### src/rtl/param_cntr_pkg.sv
// Shared types and constants for the param_cntr loop counter.
package param_cntr_pkg;

    typedef enum logic [1:0] {
        ST_IDLE = 2'd0,
        ST_RUN  = 2'd1,
        ST_DONE = 2'd2
    } state_e;

    localparam bit MODE_WRAP = 1'b0;
    localparam bit MODE_SAT  = 1'b1;

    localparam bit DIR_INC = 1'b0;
    localparam bit DIR_DEC = 1'b1;

endpackage

### src/rtl/param_cntr_if.sv
// Command/status bundle between the controlling unit (master) and the counter (slave).
interface param_cntr_if #(
    parameter int unsigned WIDTH = 16
);
    logic [WIDTH-1:0] din;
    logic [WIDTH-1:0] step;
    logic             ld;
    logic             inc;
    logic             dec;
    logic             start;
    logic [WIDTH-1:0] dout;
    logic             zero;
    logic             tc;
    logic             ovf;
    logic             busy;
    logic             done;

    modport master (
        output din, step, ld, inc, dec, start,
        input  dout, zero, tc, ovf, busy, done
    );

    modport slave (
        input  din, step, ld, inc, dec, start,
        output dout, zero, tc, ovf, busy, done
    );
endinterface

### src/rtl/param_cntr_alu.sv
// Combinational step adder/subtractor with carry/borrow detect and wrap or clamp.
module param_cntr_alu
    import param_cntr_pkg::*;
#(
    parameter int unsigned WIDTH = 16,
    parameter bit          SAT   = MODE_WRAP
) (
    input  logic [WIDTH-1:0] a,
    input  logic [WIDTH-1:0] step,
    input  logic             dir,
    output logic [WIDTH-1:0] result,
    output logic             ovf,
    output logic             hits_zero
);

    logic [WIDTH:0] ext;

    // One extra bit holds the carry-out on increment or the borrow on decrement.
    always_comb begin
        ext = '0;
        if (dir == DIR_DEC) begin
            ext = {1'b0, a} - {1'b0, step};
        end else begin
            ext = {1'b0, a} + {1'b0, step};
        end
        ovf = ext[WIDTH];
        if (ovf && (SAT == MODE_SAT)) begin
            result = (dir == DIR_DEC) ? '0 : '1;
        end else begin
            result = ext[WIDTH-1:0];
        end
        hits_zero = (a != '0) && (result == '0);
    end

endmodule

### src/rtl/param_cntr.sv
// Up/down loop counter with load, stepped wrap/saturate counting and a self-timed run-to-zero mode.
module param_cntr
    import param_cntr_pkg::*;
#(
    parameter int unsigned WIDTH = 16,
    parameter bit          SAT   = MODE_WRAP
) (
    input  logic        clk,
    input  logic        rst_n,
    param_cntr_if.slave bus
);

    state_e           state;
    logic [WIDTH-1:0] dout_q;
    logic             tc_q;
    logic             ovf_q;
    logic             busy_q;
    logic             done_q;

    logic [WIDTH-1:0] alu_result;
    logic             alu_ovf;
    logic             alu_hits_zero;
    logic             alu_dir;

    assign alu_dir = bus.dec ? DIR_DEC : DIR_INC;

    param_cntr_alu #(
        .WIDTH (WIDTH),
        .SAT   (SAT)
    ) u_alu (
        .a         (dout_q),
        .step      (bus.step),
        .dir       (alu_dir),
        .result    (alu_result),
        .ovf       (alu_ovf),
        .hits_zero (alu_hits_zero)
    );

    // Priority: reset > start > ld > run-mode decrement > inc/dec.
    always_ff @(posedge clk) begin
        if (!rst_n) begin
            state  <= ST_IDLE;
            dout_q <= '0;
            tc_q   <= 1'b0;
            ovf_q  <= 1'b0;
            busy_q <= 1'b0;
            done_q <= 1'b0;
        end else if (bus.start) begin
            state  <= ST_RUN;
            dout_q <= bus.din;
            tc_q   <= 1'b0;
            ovf_q  <= 1'b0;
            busy_q <= 1'b1;
            done_q <= 1'b0;
        end else if (bus.ld) begin
            state  <= ST_IDLE;
            dout_q <= bus.din;
            tc_q   <= 1'b0;
            ovf_q  <= 1'b0;
            busy_q <= 1'b0;
            done_q <= 1'b0;
        end else if (state == ST_RUN) begin
            // The zero check guards the decrement, so a run never borrows.
            if (dout_q == '0) begin
                state  <= ST_DONE;
                tc_q   <= 1'b0;
                busy_q <= 1'b0;
                done_q <= 1'b1;
            end else begin
                dout_q <= dout_q - WIDTH'(1);
                tc_q   <= (dout_q == WIDTH'(1));
                busy_q <= 1'b1;
                done_q <= 1'b0;
            end
        end else begin
            state  <= ST_IDLE;
            busy_q <= 1'b0;
            done_q <= 1'b0;
            if (bus.inc ^ bus.dec) begin
                dout_q <= alu_result;
                tc_q   <= alu_hits_zero;
                if (alu_ovf) begin
                    ovf_q <= 1'b1;
                end
            end else begin
                tc_q <= 1'b0;
            end
        end
    end

    assign bus.dout = dout_q;
    assign bus.zero = (dout_q == '0);
    assign bus.tc   = tc_q;
    assign bus.ovf  = ovf_q;
    assign bus.busy = busy_q;
    assign bus.done = done_q;

endmodule

### src/flat_wrapper.sv
// flat-port wrapper written by rule: the top's interface ports become plain ports
module param_cntr_flat import param_cntr_pkg::*;
#(
    parameter int unsigned WIDTH = 16,
    parameter bit          SAT   = MODE_WRAP
)
  (clk, rst_n, bus_din, bus_step, bus_ld, bus_inc, bus_dec, bus_start, bus_dout, bus_zero, bus_tc, bus_ovf, bus_busy, bus_done);
  param_cntr_if #(.WIDTH(WIDTH)) bus_i ();
  input  logic clk;
  input  logic rst_n;
  input wire logic [$bits(bus_i.din)-1:0] bus_din;
  input wire logic [$bits(bus_i.step)-1:0] bus_step;
  input wire logic [$bits(bus_i.ld)-1:0] bus_ld;
  input wire logic [$bits(bus_i.inc)-1:0] bus_inc;
  input wire logic [$bits(bus_i.dec)-1:0] bus_dec;
  input wire logic [$bits(bus_i.start)-1:0] bus_start;
  output wire logic [$bits(bus_i.dout)-1:0] bus_dout;
  output wire logic [$bits(bus_i.zero)-1:0] bus_zero;
  output wire logic [$bits(bus_i.tc)-1:0] bus_tc;
  output wire logic [$bits(bus_i.ovf)-1:0] bus_ovf;
  output wire logic [$bits(bus_i.busy)-1:0] bus_busy;
  output wire logic [$bits(bus_i.done)-1:0] bus_done;
  assign bus_i.din = bus_din;
  assign bus_i.step = bus_step;
  assign bus_i.ld = bus_ld;
  assign bus_i.inc = bus_inc;
  assign bus_i.dec = bus_dec;
  assign bus_i.start = bus_start;
  assign bus_dout = bus_i.dout;
  assign bus_zero = bus_i.zero;
  assign bus_tc = bus_i.tc;
  assign bus_ovf = bus_i.ovf;
  assign bus_busy = bus_i.busy;
  assign bus_done = bus_i.done;
  param_cntr #(.WIDTH(WIDTH), .SAT(SAT)) u_core (.clk(clk), .rst_n(rst_n), .bus(bus_i));
endmodule
### config.mk
export PLATFORM = sky130hd
export DESIGN_NAME = param_cntr_flat
export DESIGN_NICKNAME = d
export VERILOG_FILES = /design/src/rtl/param_cntr_pkg.sv /design/src/rtl/param_cntr_if.sv /design/src/rtl/param_cntr_alu.sv /design/src/rtl/param_cntr.sv /design/src/flat_wrapper.sv
export SDC_FILE = /design/constraint.sdc
export NUM_CORES = 1
export LEC_CHECK = 0
export ABC_CLOCK_PERIOD_IN_PS = 4200
export BUFFER_PORTS_ARGS = -buffer_cell sky130_fd_sc_hd__buf_4
export CORE_MARGIN = 2
export CORE_UTILIZATION = 50
export CTS_BUF_LIST = sky130_fd_sc_hd__clkbuf_4
export CTS_CLUSTER_SIZE = 8
export DETAILED_ROUTE_END_ITERATION = 10
export PLACE_DENSITY = 0.85
export SLEW_MARGIN = 20
export SYNTH_ARGS = -nofsm -noshare
export SYNTH_HDL_FRONTEND = slang
export SYNTH_SLANG_ARGS = --single-unit
export TNS_END_PERCENT = 100
### constraint.sdc
create_clock -name clk -period 4.2 [get_ports clk]
set_clock_uncertainty 0.2 [all_clocks]
set_input_delay 0.21 -clock clk [delete_from_list [all_inputs] [get_ports clk]]
set_output_delay 0.21 -clock clk [all_outputs]
set_load 0.1 [all_outputs]
Word-level counts from Yosys, hierarchy flattened:

Cells that the tools add are included.

* register bits: 22
* bits of input ports: 38
* output and inout bits: 21
* word-level logic and storage cells: 45

* add/sub/neg operators: 3
* equality and inequality tests: 4
* mux-type cells: 19
* bitwise operators: 3
* reduce and logical (&&, ||, !) cells: 9

Operator list (number)
* $mux 16: 5
* $logic_not 16->1: 2
* $add 16x16->17: 1
* $mux 17: 1
* $sub 16x16->17: 1
* $eq 16x1->1 const B: 1
* $reduce_bool 16->1: 1
* $sub 16x1->16 const B: 1
* $mux 1: 13
* $ne 4x4->1 const B: 2
* $reduce_bool 4->1: 1
* $reduce_or 4->1: 1
* $reduce_and 3->1: 1
* $reduce_or 3->1: 1
* $eq 2x1->1 const B: 1
* $not 1->1: 2
* $reduce_and 2->1: 1
* $logic_and 1x1->1: 1
* $xor 1x1->1: 1

Logic depth before layout (Yosys ltp):

* depth in word-level cells: 6
* depth in mapped cells: 17
* depth with buffers taken out: 17

Hierarchy:

From an unflattened synthesis, not the netlist that was laid out.

* cells, all modules: 371
* area, all modules: 2667.6 µm²

By module, submodules not included
* param_cntr: instances 1, cells an instance 185, area each 1378.8 µm², seq. area each 440.4 µm²
* param_cntr_alu: instances 1, cells an instance 186, area each 1288.7 µm², seq. area each 0.0 µm²

Least setup slack after synthesis:

No wires, ideal clock.

* path kind: reg-to-reg
* start point: register u_core.dout_q[1] (netlist: u_core.bus.dout[1])
* end point: register u_core.dout_q[15] (netlist: u_core.bus.dout[15])
* library setup time: 0.128 ns
* arrival time: 2.958 ns
* required time: 3.872 ns
* path slack: 0.914 ns
* cell stages (with the launch flop): 10
* path buffers: 0
* period minus slack after synthesis: 3.286 ns
* cell sequence: dfxtp_1 ha_1 nor2b_1 o31a_1 o31ai_2 o211a_1 nor3_1 xor2_1 a2111oi_2 nor4b_2

* longest elaborated chain between the ends: 6
* elaborated cells on any way between the ends: 12
* classes of those cells: 3 x add/sub; 1 x eq/ne; 6 x mux; 2 x reduce/logical

RTL lines
* start: declaration: RTL line param_cntr.sv:14 `logic [WIDTH-1:0] dout_q;`
* start signal: assignment: RTL line param_cntr.sv:50 `dout_q <= bus.din;`
* start signal: assignment: RTL line param_cntr.sv:57 `dout_q <= bus.din;`
* start signal: assignment: RTL line param_cntr.sv:70 `dout_q <= dout_q - WIDTH'(1);`
* $add 16x16->17 / $sub 16x16->17 (equally long branches): RTL line param_cntr_alu.sv:24, param_cntr_alu.sv:22
* $mux 17: RTL line param_cntr_alu.sv:21 `if (dir == DIR_DEC) begin`
* $mux 16: RTL line param_cntr.sv:79 `if (bus.inc ^ bus.dec) begin`
* $mux 16: RTL line param_cntr.sv:62 `end else if (state == ST_RUN) begin`
* $mux 16: RTL line param_cntr.sv:55 `end else if (bus.ld) begin`
* $mux 16: RTL line param_cntr.sv:48 `end else if (bus.start) begin`

Parallel ways exist; a longest one is shown, timed or not. The select of a mux whose other input is x is not followed.
A chain may end at the register's enable or synchronous reset.

Worst setup path after layout:

* start point: input port bus_step[3]
* end point: register u_core.dout_q[14] (netlist: u_core.bus.dout[14])

* longest elaborated chain between the ends: 6
* elaborated cells on any way between the ends: 7
* classes of those cells: 2 x add/sub; 5 x mux

RTL lines
* start: declaration: RTL line flat_wrapper.sv:12 `input wire logic [$bits(bus_i.step)-1:0] bus_step;`
* $add 16x16->17 / $sub 16x16->17 (equally long branches): RTL line param_cntr_alu.sv:24, param_cntr_alu.sv:22
* $mux 17 *: RTL line param_cntr_alu.sv:21
* $mux 16 *: RTL line param_cntr.sv:79
* $mux 16 *: RTL line param_cntr.sv:62
* $mux 16 *: RTL line param_cntr.sv:55
* $mux 16 *: RTL line param_cntr.sv:48
* end signal: assignment: RTL line param_cntr.sv:50
* end signal: assignment: RTL line param_cntr.sv:57
* end signal: assignment: RTL line param_cntr.sv:80 `dout_q <= alu_result;`

Every way passes the cells marked *; elsewhere a longest branch is shown, timed or not. The select of a mux whose other input is x is not followed.

==> flow_summary.yaml <==
synth:
  yosysTopAreaCellShare: 0.176
  ys_ff_latch: 22
  ys_seq_area_frac: 0.176
  yosys-top-cells-count: "nor2_1, a21oi_1, xnor2_1, dfxtp_1"
  synthesis.nets: 394
  synth_edf_count: 0
  synthArstFlopShare: 0
  synthFlopType: "dfxtp_1"
  syn_area_per_cell_um2: 7.43
  synth_cell_types: 60
  synth_top_cell_by_area: "dfxtp_1"
  syn_inst: 336
  synth_area_leaders: "dfxtp_1, xnor2_1, ha_1, a21oi_1, nor2_1"
  synth.most_common_cell: "nor2_1"
  yosys_warnings: 0
  synthesis.area_mm2: 0.00250
finish:
  finalCoreUtilization: 0.665
  drive_above_1_share: 0.200
  n_antenna_cell: 0
  syn_to_final_growth_pct: 26.7
  finalNetCount: 459
timing:
  final-max-slew-violation-count: 0
  min_period_ns: 3.35
  final.setup.tns_ns: 0
  worstMarginPinSlew_ns: 0.853
  setup_viol: 0
  rsz0062_at_grt: "false"
  post-route-period-util: 0.797
  fmax_mhz: 299
  slew_headroom: 0.432
  hold_viol: 0
hold_path:
  holdPathEnd: "u_core.bus.dout[11]"
  hold_path_class: "input port to flop"
  holdPathStages: 2
  min-delay-start: "rst_n"
power_and_ir_drop:
  switching_power_mw: 0.446
  leakagePower_nw: 1.34
  power.share.sequential: 0.257
  clkPwrFrac: 0.170
  p_per_area_mw_per_mm2: 311
  switching_share: 0.454
  vdd.ir_drop.worst_mv: 0.177
  cell_internal_pwr_mw: 0.537
  comb_power_share: 0.572
setup_path:
  end_kind: "flop"
  reg2reg_depth: 10
  r2r_start: "u_core.bus.dout[1]"
  r2r_end: "u_core.bus.dout[6]"
  cp_top_family: "simple AND/OR/NAND/NOR gates"
  required_ns: 4.27
  cp.arrival_ns: 3.41
  path_cells: "buf_4 > nor2_1 > nor4b_1 > nor3b_1 > nor2_1 > xnor2_1 > ha_1 > a211oi_1 > nand3_1 > a21oi_1 > o21ai_1 > xnor2_1 > or3_1 > a31oi_1"
  crit_type: "input port to flop"
  cp_max_fo: 4
  path_buf_inv: 1
  rrSetupSlack_ns: 1.07
  cp-start-kind: "input port"
  cpPeakStageDelay_ns: 0.47
  crit_start: "bus_step[3]"
  crit_slowest_cell: "a211oi_1"
global_routing:
  grt_overflow: 0
  grt_pass1_vias: 2501
  grt_pass1_wl_um: 11400
  grt_start_max_net_pins: 31
  antenna_found_initial: 0
  track_usage: 0.260
placement:
  io_buffers: 58
  place.gp.congestion: 0.898
  hpwl_um: 5330
outcome:
  status: "finished, final reports clean"
drt:
  drt_iter0_drc: 257
  dr_total_vias: 2822
  antenna_left: 0
  drc: 0
  drt-wirelength-per-cell_um: 15.3
  drtPass1Iterations: 5
  via_per_inst: 6.04
  wirelength_um: 7160
die:
  die_y_um: 74.7
  rows: 25
  coreArea_mm2: 0.00475
  io_pins: 59
  die_area_mm2: 0.00557
  initial_utilization: 0.525
  die_x_um: 74.7
clock_tree:
  cts_tree: "done"
  cts-root-buf: "clkbuf_4"
  clock_latency_ns: 0.32
  cts_inserted_buffers: 3
  ctsResizeCount: 0
  htreeDepth: 1
  clock-sinks: 22
  cts_buffer_depth: 2
  cts_hold_buf: 15
  clkTransAtPathRegs_ns: 0.14
  postCtsSetupBuffers: 0
job:
  cap_violations: 0
==> power groups by stage <==
stage,Sequential (mW),Combinational (mW),Clock [mW]
3_3_place_gp,0.256,0.532,0
2_1_floorplan,0.349,0.327,0
4_1_cts,0.252,0.557,0.166
5_1_grt,0.255,0.607,0.175
3_5_place_dp,0.257,0.543,0
6_report,0.253,0.563,0.167
==> worst reg2reg max path: stages, from the launching register on <==
cell and delay (ns):
dfxtp_1 0.42, inv_1 0.11, ha_1 0.22, or3b_1 0.47
nor3_4 0.27, nand2_2 0.12, o21ai_2 0.70, a211oi_1 0.12
a21oi_1 0.19, nand2_1 0.09, o211a_1 0.14
==> cell families after synthesis <==
logic type | share of synthesized area
fa+ha+maj | 0.103
buf+inv | 0.0486
compound gates | 0.298
xor+xnor | 0.109
mux | 0.00401
simple gates | 0.261
flops | 0.176
==> how the worst max path moves through the flow <==
stage | endpoint | slack, ns | cells after the start
after global routing | u_core.bus.tc | 0.47 | 14
after CTS | u_core.bus.dout[14] | 0.89 | 14
after detailed placement | u_core.bus.dout[15] | 0.58 | 15
after floorplan | u_core.bus.dout[15] | 0.91 | 9
final | u_core.bus.dout[14] | 0.85 | 14
after global placement | u_core.bus.dout[15] | 0.66 | 15
==> flip-flops by register name, indices dropped and copies added, names as in the netlist <==
signal           cells
u_core.bus.dout     16
u_core.state         2
u_core.bus.busy      1
u_core.bus.done      1
u_core.bus.ovf       1
u_core.bus.tc        1
==> metal layers <==
layer,up-vias,GRT usage,wire length (um)
met5,-,0,0
met4,0,0.0635,142
met3,20,0.0361,528
met2,135,0.455,3520
met1,1298,0.337,2970
li1,1369,-,-
==> cell type report <==
class,count,area (um^2)
inverter,13,48.8
sequential,22,440
tap,67,83.8
timing repair buffer,75,601
clock buffer,3,22.5
clock inverter,1,30.0
multi-input combinational,286,1940
fill,451,1590
==> cells in the final DEF, fill, tap and decap left out, drive strengths merged, types with 4 or more instances in the layout <==
cell          n
a31oi         6
nor2         38
a211oi        4
xnor2        28
dfxtp        22
a21boi        5
nand2        22
o221ai        4
o21a          9
o211a         7
nor2b         5
o211ai        4
buf          60
ha           19
nor4          8
dlygate4sd3  15
nand2b        5
inv          13
nor3         23
nand3         8
o21ai        20
a21oi        33
==> metrics by stage <==
| stage | hold slack [ns] | instances | instance area [um^2] | total power [mW] | worst slack [ns] |
|---|---|---|---|---|---|
| floorplan | 0.134 | 336 | 2500 | 0.675 | 0.914 |
| global placement | 0.247 | 448 | 2960 | 0.788 | 0.659 |
| detailed placement | 0.244 | 448 | 2960 | 0.799 | 0.580 |
| CTS | 0.0104 | 467 | 3160 | 0.976 | 0.893 |
| global route | 0.0310 | 467 | 3160 | 1.04 | 0.467 |
| finish | 0.0295 | 467 | 3160 | 0.983 | 0.853 |
No activity file was read; power rests on OpenSTA's default activity.
